$ cat src/rtl/dram_rd_arb.sv
// Round-robin AXI4 read-address arbiter for feature/weight/bias fetchers, with a tag FIFO
// that steers returned R beats to the feature bus or the shared weight/bias bus.
module dram_rd_arb #(
   parameter int unsigned AXIWIDTH  = 128,
   parameter int unsigned LITEWIDTH = 32,
   parameter int unsigned LENWIDTH  = 8,
   parameter int unsigned OSTD      = 4
) (
   input  logic                 I_clk,
   input  logic                 I_rst,
   input  logic                 I_f_req,
   input  logic                 I_w_req,
   input  logic                 I_b_req,
   input  logic [LITEWIDTH-1:0] I_f_addr,
   input  logic [LITEWIDTH-1:0] I_w_addr,
   input  logic [LITEWIDTH-1:0] I_b_addr,
   input  logic [LENWIDTH-1:0]  I_f_len,
   input  logic [LENWIDTH-1:0]  I_w_len,
   input  logic [LENWIDTH-1:0]  I_b_len,
   output logic                 O_f_ack,
   output logic                 O_w_ack,
   output logic                 O_b_ack,
   output logic [LITEWIDTH-1:0] O_araddr,
   output logic [LENWIDTH-1:0]  O_arlen,
   output logic                 O_arvalid,
   input  logic                 I_arready,
   input  logic [AXIWIDTH-1:0]  I_rdata,
   input  logic                 I_rvalid,
   input  logic                 I_rlast,
   output logic                 O_rready,
   output logic [AXIWIDTH-1:0]  O_feature,
   output logic                 O_feature_dv,
   output logic [AXIWIDTH-1:0]  O_weight,
   output logic                 O_weight_dv,
   output logic                 O_weight_ch,
   output logic                 O_busy,
   output logic                 O_err
);

   localparam int unsigned PtrW = $clog2(OSTD);
   localparam int unsigned CntW = PtrW + 1;

   typedef enum logic [1:0] {StIdle, StAddr, StAck} state_e;

   state_e                 state_q, state_d;
   logic [1:0]             last_q, last_d, win_q, win_d;
   logic [LITEWIDTH-1:0]   araddr_q, araddr_d;
   logic [LENWIDTH-1:0]    arlen_q, arlen_d;
   logic                   arvalid_q, arvalid_d;
   logic                   push;

   logic [1:0]             tag_id_q  [OSTD];
   logic [LENWIDTH-1:0]    tag_len_q [OSTD];
   logic [PtrW-1:0]        wr_ptr_q, rd_ptr_q;
   logic [CntW-1:0]        cnt_q;

   logic [LENWIDTH-1:0]    bcnt_q, bcnt_d;
   logic                   err_q, err_d;
   logic [AXIWIDTH-1:0]    feat_q, wt_q;
   logic                   feat_dv_q, wt_dv_q, wt_ch_q;

   logic [2:0]             req;
   logic [1:0]             p0, p1, p2, pick_id;
   logic                   pick_vld;
   logic [LITEWIDTH-1:0]   sel_addr;
   logic [LENWIDTH-1:0]    sel_len;
   logic                   accept, pop;
   logic [1:0]             head_id;
   logic [LENWIDTH-1:0]    head_len;

   assign req = {I_b_req, I_w_req, I_f_req};

   // Search order rotates so the requester after the last grant goes first
   always_comb begin
      p0       = (last_q == 2'd2) ? 2'd0 : last_q + 2'd1;
      p1       = (p0 == 2'd2) ? 2'd0 : p0 + 2'd1;
      p2       = (p1 == 2'd2) ? 2'd0 : p1 + 2'd1;
      pick_vld = 1'b1;
      pick_id  = p0;
      if (req[p0])      pick_id = p0;
      else if (req[p1]) pick_id = p1;
      else if (req[p2]) pick_id = p2;
      else              pick_vld = 1'b0;
   end

   always_comb begin
      sel_addr = I_f_addr;
      sel_len  = I_f_len;
      case (pick_id)
         2'd1:    begin sel_addr = I_w_addr; sel_len = I_w_len; end
         2'd2:    begin sel_addr = I_b_addr; sel_len = I_b_len; end
         default: begin sel_addr = I_f_addr; sel_len = I_f_len; end
      endcase
   end

   always_comb begin
      state_d   = state_q;
      last_d    = last_q;
      win_d     = win_q;
      araddr_d  = araddr_q;
      arlen_d   = arlen_q;
      arvalid_d = arvalid_q;
      push      = 1'b0;
      unique case (state_q)
         StIdle: begin
            if (pick_vld && (cnt_q < CntW'(OSTD))) begin
               win_d     = pick_id;
               araddr_d  = sel_addr;
               arlen_d   = sel_len;
               arvalid_d = 1'b1;
               state_d   = StAddr;
            end
         end
         StAddr: begin
            if (I_arready) begin
               push      = 1'b1;
               last_d    = win_q;
               arvalid_d = 1'b0;
               state_d   = StAck;
            end
         end
         StAck:   state_d = StIdle;
         default: state_d = StIdle;
      endcase
   end

   assign O_rready = (cnt_q != '0);
   assign accept   = I_rvalid & O_rready;
   assign pop      = accept & I_rlast;
   assign head_id  = tag_id_q[rd_ptr_q];
   assign head_len = tag_len_q[rd_ptr_q];

   // Length mismatch in either direction is sticky; counting continues past len
   always_comb begin
      bcnt_d = bcnt_q;
      err_d  = err_q;
      if (accept) begin
         if (I_rlast) begin
            bcnt_d = '0;
            if (bcnt_q != head_len) err_d = 1'b1;
         end else begin
            bcnt_d = bcnt_q + LENWIDTH'(1);
            if (bcnt_q == head_len) err_d = 1'b1;
         end
      end
   end

   always_ff @(posedge I_clk) begin
      if (push) begin
         tag_id_q[wr_ptr_q]  <= win_q;
         tag_len_q[wr_ptr_q] <= arlen_q;
      end
   end

   always_ff @(posedge I_clk) begin
      if (I_rst) begin
         state_q   <= StIdle;
         last_q    <= 2'd2;
         win_q     <= 2'd0;
         araddr_q  <= '0;
         arlen_q   <= '0;
         arvalid_q <= 1'b0;
         wr_ptr_q  <= '0;
         rd_ptr_q  <= '0;
         cnt_q     <= '0;
         bcnt_q    <= '0;
         err_q     <= 1'b0;
         feat_q    <= '0;
         feat_dv_q <= 1'b0;
         wt_q      <= '0;
         wt_dv_q   <= 1'b0;
         wt_ch_q   <= 1'b0;
      end else begin
         state_q   <= state_d;
         last_q    <= last_d;
         win_q     <= win_d;
         araddr_q  <= araddr_d;
         arlen_q   <= arlen_d;
         arvalid_q <= arvalid_d;
         bcnt_q    <= bcnt_d;
         err_q     <= err_d;
         if (push) wr_ptr_q <= wr_ptr_q + PtrW'(1);
         if (pop)  rd_ptr_q <= rd_ptr_q + PtrW'(1);
         case ({push, pop})
            2'b10:   cnt_q <= cnt_q + CntW'(1);
            2'b01:   cnt_q <= cnt_q - CntW'(1);
            default: cnt_q <= cnt_q;
         endcase
         feat_dv_q <= accept && (head_id == 2'd0);
         wt_dv_q   <= accept && (head_id != 2'd0);
         if (accept && (head_id == 2'd0)) feat_q <= I_rdata;
         if (accept && (head_id != 2'd0)) begin
            wt_q    <= I_rdata;
            wt_ch_q <= (head_id == 2'd1);
         end
      end
   end

   assign O_f_ack      = (state_q == StAck) && (win_q == 2'd0);
   assign O_w_ack      = (state_q == StAck) && (win_q == 2'd1);
   assign O_b_ack      = (state_q == StAck) && (win_q == 2'd2);
   assign O_araddr     = araddr_q;
   assign O_arlen      = arlen_q;
   assign O_arvalid    = arvalid_q;
   assign O_feature    = feat_q;
   assign O_feature_dv = feat_dv_q;
   assign O_weight     = wt_q;
   assign O_weight_dv  = wt_dv_q;
   assign O_weight_ch  = wt_ch_q;
   assign O_busy       = (state_q != StIdle) || (cnt_q != '0);
   assign O_err        = err_q;

endmodule

$ cat config.mk
export PLATFORM = sky130hd
export DESIGN_NAME = dram_rd_arb
export DESIGN_NICKNAME = d
export VERILOG_FILES = /design/src/rtl/dram_rd_arb.sv
export SDC_FILE = /design/constraint.sdc
export NUM_CORES = 1
export LEC_CHECK = 0
export ABC_CLOCK_PERIOD_IN_PS = 6600
export BUFFER_PORTS_ARGS = -buffer_cell sky130_fd_sc_hd__buf_2
export CORE_AREA = 5 5 217 219
export CTS_CLUSTER_SIZE = 25
export DETAILED_ROUTE_END_ITERATION = 8
export DIE_AREA = 0 0 222 224
export PLACE_DENSITY = 0.52
export SYNTH_ARGS = -nofsm -noshare
export SYNTH_HDL_FRONTEND = slang
export SYNTH_SLANG_ARGS = --single-unit
$ cat constraint.sdc
create_clock -name I_clk -period 6.6 [get_ports I_clk]
set_input_delay 0 -clock I_clk [delete_from_list [all_inputs] [get_ports I_clk]]
set_output_delay 0 -clock I_clk [all_outputs]
set_load 0.02 [all_outputs]
After elaboration in Yosys (flattened, before gate mapping)
Memories as Yosys holds them, arrays and structs flattened. A register that Yosys moved wholly into a read port is not among the register bits.
Cells that the tools add are included.
{ "op_classes": {"addsub": 8, "order_cmp": 4, "n_eq_ne": 17, "muxes": 36, "bitwise": 2, "reduce_logical": 21} }
{ "ops": {"columns": ["op", "n"], "rows": [
  ["32-bit case mux with 2 select lines", 1],
  ["2-bit two-way mux", 12],
  ["8-bit case mux with 2 select lines", 1],
  ["1-bit two-way mux", 15],
  ["2-bit == test (second input constant)", 7],
  ["2-bit by 1-bit adder with 2-bit output (second input constant)", 5],
  ["2-bit by 1-bit == test with 1-bit output (second input constant)", 5],
  ["2-bit nonzero test", 5],
  ["2-bit by 3-bit less-than comparator with 1-bit output (second input constant)", 3],
  ["8-bit by 1-bit adder with 8-bit output (second input constant)", 1],
  ["8-bit == test", 1],
  ["8-bit two-way mux", 1],
  ["8-bit inequality test", 1],
  ["1-bit binary-select mux with 2-bit select", 3],
  ["1-bit logical AND", 6],
  ["2-bit logical NOT", 3],
  ["3-bit case mux with 2 select lines", 1],
  ["2-bit AND reduction", 3],
  ["3-bit AND reduction", 2],
  ["2-bit inequality test (second input constant)", 2],
  ["2-bit case mux with 2 select lines", 1],
  ["3-bit by 1-bit adder with 3-bit output (second input constant)", 1],
  ["3-bit less-than comparator (second input constant)", 1],
  ["3-bit nonzero test", 1],
  ["5 further kinds", 6]
]} }
{ "totals": {"ff_bits": 322, "ramBits": 40, "input_bits": 256, "n_memories": 2} }
{ "mem_list": {"columns": ["memory", "words", "word_bits", "rd", "rd_clocked_by_memory_dff", "wr", "line_no", "text"], "rows": [
  ["tag_len_q", 4, 8, 1, 1, 1, "53", "logic [LENWIDTH-1:0] tag_len_q [OSTD];"],
  ["tag_id_q", 4, 2, 1, 1, 1, "52", "logic [1:0] tag_id_q [OSTD];"]
]} }

Depth between registers and ports, before layout
{ "depth": {"depth_word": 14, "mapped_depth": 10, "ltp_nobuf": 9} }

Least setup slack after synthesis
Ideal clock, no wire load.
{ "synth_path": {"path_type": "register -> register", "start": "register state_q[1]", "end": "register cnt_q[2]", "arrival_time_ps": 2036, "t_required_ps": 6530, "path_slack_ps": 4494, "stages_incl_launch_ff": 10, "n_path_buf": 1, "synth_period_minus_slack_ps": 2106, "path_cell_list": "dfxtp_1 -> and3b_1 -> clkbuf_1 -> inv_1 -> ha_1 -> inv_1 -> fa_1 -> xor2_1 -> or3_1 -> a21oi_1"} }
{ "synth_between": {"elab_chain_len": 4, "word_cells_on_any_way": 6} }
{ "synth_lines": {"columns": ["item", "line_no", "text"], "rows": [
  ["start, declared", "45", "state_e state_q, state_d;"],
  ["start signal, assigned", "157", "state_q <= StIdle;"],
  ["start signal, assigned", "174", "state_q <= state_d;"],
  ["2-bit by 1-bit == test with 1-bit output *", "104", "unique case (state_q)"],
  ["1-bit two-way mux *", "104", null],
  ["2-bit by 1-bit == test with 1-bit output / 2-bit == test (equally long branches)", "184", "case ({push, pop})"],
  ["3-bit case mux with 2 select lines / 2-bit nonzero test (equally long branches)", null, null],
  ["end signal, assigned", "185", "2'b10: cnt_q <= cnt_q + CntW'(1);"],
  ["end signal, assigned", "186", "2'b01: cnt_q <= cnt_q - CntW'(1);"],
  ["end signal, assigned", "187", "default: cnt_q <= cnt_q;"],
  ["end, declared", "55", "logic [CntW-1:0] cnt_q;"]
]} }
Mark *: on every way between the ends. The rest lies on a longest branch, timed or not.
A chain may end at the register's enable or synchronous reset.

==> impl_metrics.ini <==
[cts]
htree_levels = 2
cts_sinks = 364
cts_buffer_depth = 3
root_buffer = clkbuf_16
clk_pin_slew_worst_paths_ns = 0.06
clkLatencyLatePin_ns = 0.55
tritoncts = done
cts_resized = 0
cts_made_buffers = 43

[critical_path]
crit_type = reg2reg
crit_path_start_kind = flip-flop
crit_arrival_ns = 4.24
slowest_delay_ns = 0.78
rrSetupSlack_ns = 2.79
cp_slowest_cell = dfxtp_1
critical_path_buf_inv_count = 2
worst_r2r_path_depth = 7
cp_cell_sequence = mux4_2 -> nor2_1 -> nand2_4 -> buf_4 -> nand2_1 -> a21oi_1 -> dlygate4sd3_1
crit_end = O_feature[38]
crit_cells = 7
worst_ep_required_time_ns = 7.03
r2r_end = O_feature[38]
crit_path_end_kind = flip-flop
path_max_fanout = 71
critPathTopFamily = buffers and inverters

[placement]
post-dp-hpwl_mm = 33.6
place.port_buffers = 561
dp_cells = 2682
dp_slack_ns = 3.06
gp_congestion = 0.832

[finish]
post-route-util_pct = 45.4
fin_cells = 2980
nFillCells = 4512
area_growth_pct = 48.1
finish.net_count = 2614
final_cell_mix = nand2_1 (646), buf_2 (560), dfxtp_1 (324), a21oi_1 (305), dlygate4sd3_1 (222)
final_common_cell = nand2_1
drive_gt1_share_pct = 27.6

[detailed_routing]
vias_per_cell = 4.64
wl_per_cell_um = 16.6
firstDrtPassIters = 5
drtIter0Drc = 763
drc = 0
drt-total-wl_mm = 49.5
drtAntennaViolNets = 0
vias = 13800

[synth]
synth-edff-count = 40
ys.flop_type = dfxtp_1
synth_area_per_cell_um2 = 8.43
syn_inst = 1633
yosysWarningCount = 0
syn-cell-area_mm2 = 0.0138
synth_cell_types = 46
synthTopCellsByArea = dfxtp_1 (47%), nand2_1 (18%), a21oi_1 (11%)
synth-async-reset-ratio_pct = 0
ys_seq_area_share_pct = 55.8
yosysTopAreaCell = dfxtp_1
syn_nets = 1898
synth-seq-cells = 364
synth_top_area_share_pct = 47.1

[sta]
drv_slew = 0
rsz0062_at_grt = no
finalHoldViolCount = 0
tightest_slew_ns = 1.12
fin_crit_sh_pct = 57.7
clock_skew_ns = 0.0146
worst_slack_ns = 2.79
max_freq_mhz = 263
slew_headroom_pct = 25.1
setup_tns_ns = 0
setup_viol = 0
finalCriticalPeriod_ns = 3.81

[pwr]
seqPwrFrac_pct = 43.0
pwr-share-comb_pct = 15.4
peakVddDrop_v = 0.000182
internal_power_mw = 4.10
clkPwrFrac_pct = 41.6
p_per_area_mw_per_mm2 = 274
power_switching_mw = 1.50
switching_share_pct = 26.8
p_leak_nw = 8.69

[global_route]
grt_max_degree = 186
antenna_found_initial = 2
first_global_vias = 13600
grtUsageTotal_pct = 18.7
grt_pass1_wl_mm = 76.1
grt_overflow = 0

[die]
die_w_um = 222
initial_core_util_pct = 30.7
die-area_mm2 = 0.0497
ios = 562
die_h_um = 224
coreArea_mm2 = 0.0449
rows = 78

[status]
outcome = complete, no violations

[hold_path]
hold_path_class = in2reg

[run]
maxCapViolations = 0
==> layer usage <==
| metal | part of all wire [%] | track usage [%] |
|---|---|---|
| met1 | 41 | 22.8 |
| met5 | 0.022 | 0 |
| met3 | 8.1 | 5.84 |
| met2 | 48 | 31.2 |
| met4 | 3.4 | 7.20 |
==> power groups by stage <==
stage               logic (mW)  registers [mW]  clock network, mW
floorplan                0.343            2.55                  0
global placement         0.725            2.45                  0
detailed placement       0.732            2.46                  0
CTS                      0.869            2.41               2.40
global route             0.943            2.42               2.49
finish                   0.861            2.41               2.33
==> logic make-up (layout without fill, tap and decap cells) <==
logic type,count (synthesis),in the layout,share of synthesized area [%]
adder cells (fa/ha/maj),9,9,0.872
AO/OA/AOI/OAI,396,396,15.3
multiplexers,10,10,1.64
flip-flops,364,364,55.8
AND/OR/NAND/NOR,702,702,19.9
buffers and inverters,132,878,5.17
other,0,1,0
XOR/XNOR,20,20,1.27
==> timing repair <==
item,4_1_cts,5_1_grt
hold buffers,222,0
buffers inserted,0,0
endpoints found under the hold margin,308,0
endpoints found under the setup margin,0,0
==> worst min path at each step <==
stage          cells after the start          from  slack, ns            end
4_1_cts                            5    I_b_len[7]      0.006     O_arlen[7]
3_5_place_dp                       3   I_rdata[80]       0.26  O_feature[80]
2_1_floorplan                      2  I_rdata[100]       0.14  O_weight[100]
6_report                           5    I_b_len[7]       0.06     O_arlen[7]
5_1_grt                            5    I_b_len[7]       0.07     O_arlen[7]
3_3_place_gp                       3   I_rdata[83]       0.25   O_weight[83]
==> sequential cells by signal, indices dropped and copies added, names as in the netlist, 3 cells and up, named ones only <==
register   cells
O_araddr      32
O_arlen        8
O_feature    128
O_weight     128
bcnt_q         8
cnt_q          3
tag_id_q       8
tag_len_q     32
==> area by class of cell <==
type                            count  area (um2)  area share, %
Timing Repair Buffer              793        5130           25.1
Tap cell                          600         751           3.68
Inverter                           10        37.5          0.184
Antenna cell                        1        2.50         0.0123
Sequential cell                   364        7690           37.7
Clock buffer                       61        1250           6.15
Multi-Input combinational cell   1137        5400           26.5
Clock inverter                     14         138          0.675
==> synth_stat cells, types with 2 or more instances <==
cell,n
xor2_1,8
nand2_1,647
nand3_1,3
nand4_1,4
edfxtp_1,40
dfxtp_1,324
clkbuf_1,88
inv_1,10
buf_2,4
nor4bb_1,2
o21ai_0,42
or3_1,4
and2_1,4
buf_6,26
o21bai_1,2
nor2_1,23
ha_1,8
xnor2_1,12
a22oi_1,40
mux4_2,10
a211oi_1,3
a21oi_1,305
==> per-stage QoR <==
step	power (mW)	hold slack (ns)	area [um2]
floorplan	2.90	0.136	13800
finish	5.60	0.0648	20400
detailed placement	3.19	0.256	16800
global placement	3.18	0.254	16800
CTS	5.68	0.00613	20400
global route	5.86	0.0699	20400
==> worst reg2reg max path: stages (launching register included) <==
cell,delay [ns]
dfxtp_1,0.78
mux4_2,0.64
nor2_1,0.32
nand2_4,0.44
buf_4,0.60
nand2_1,0.22
a21oi_1,0.08
dlygate4sd3_1,0.60
Note: power is estimated with default switching activity, not from simulation.
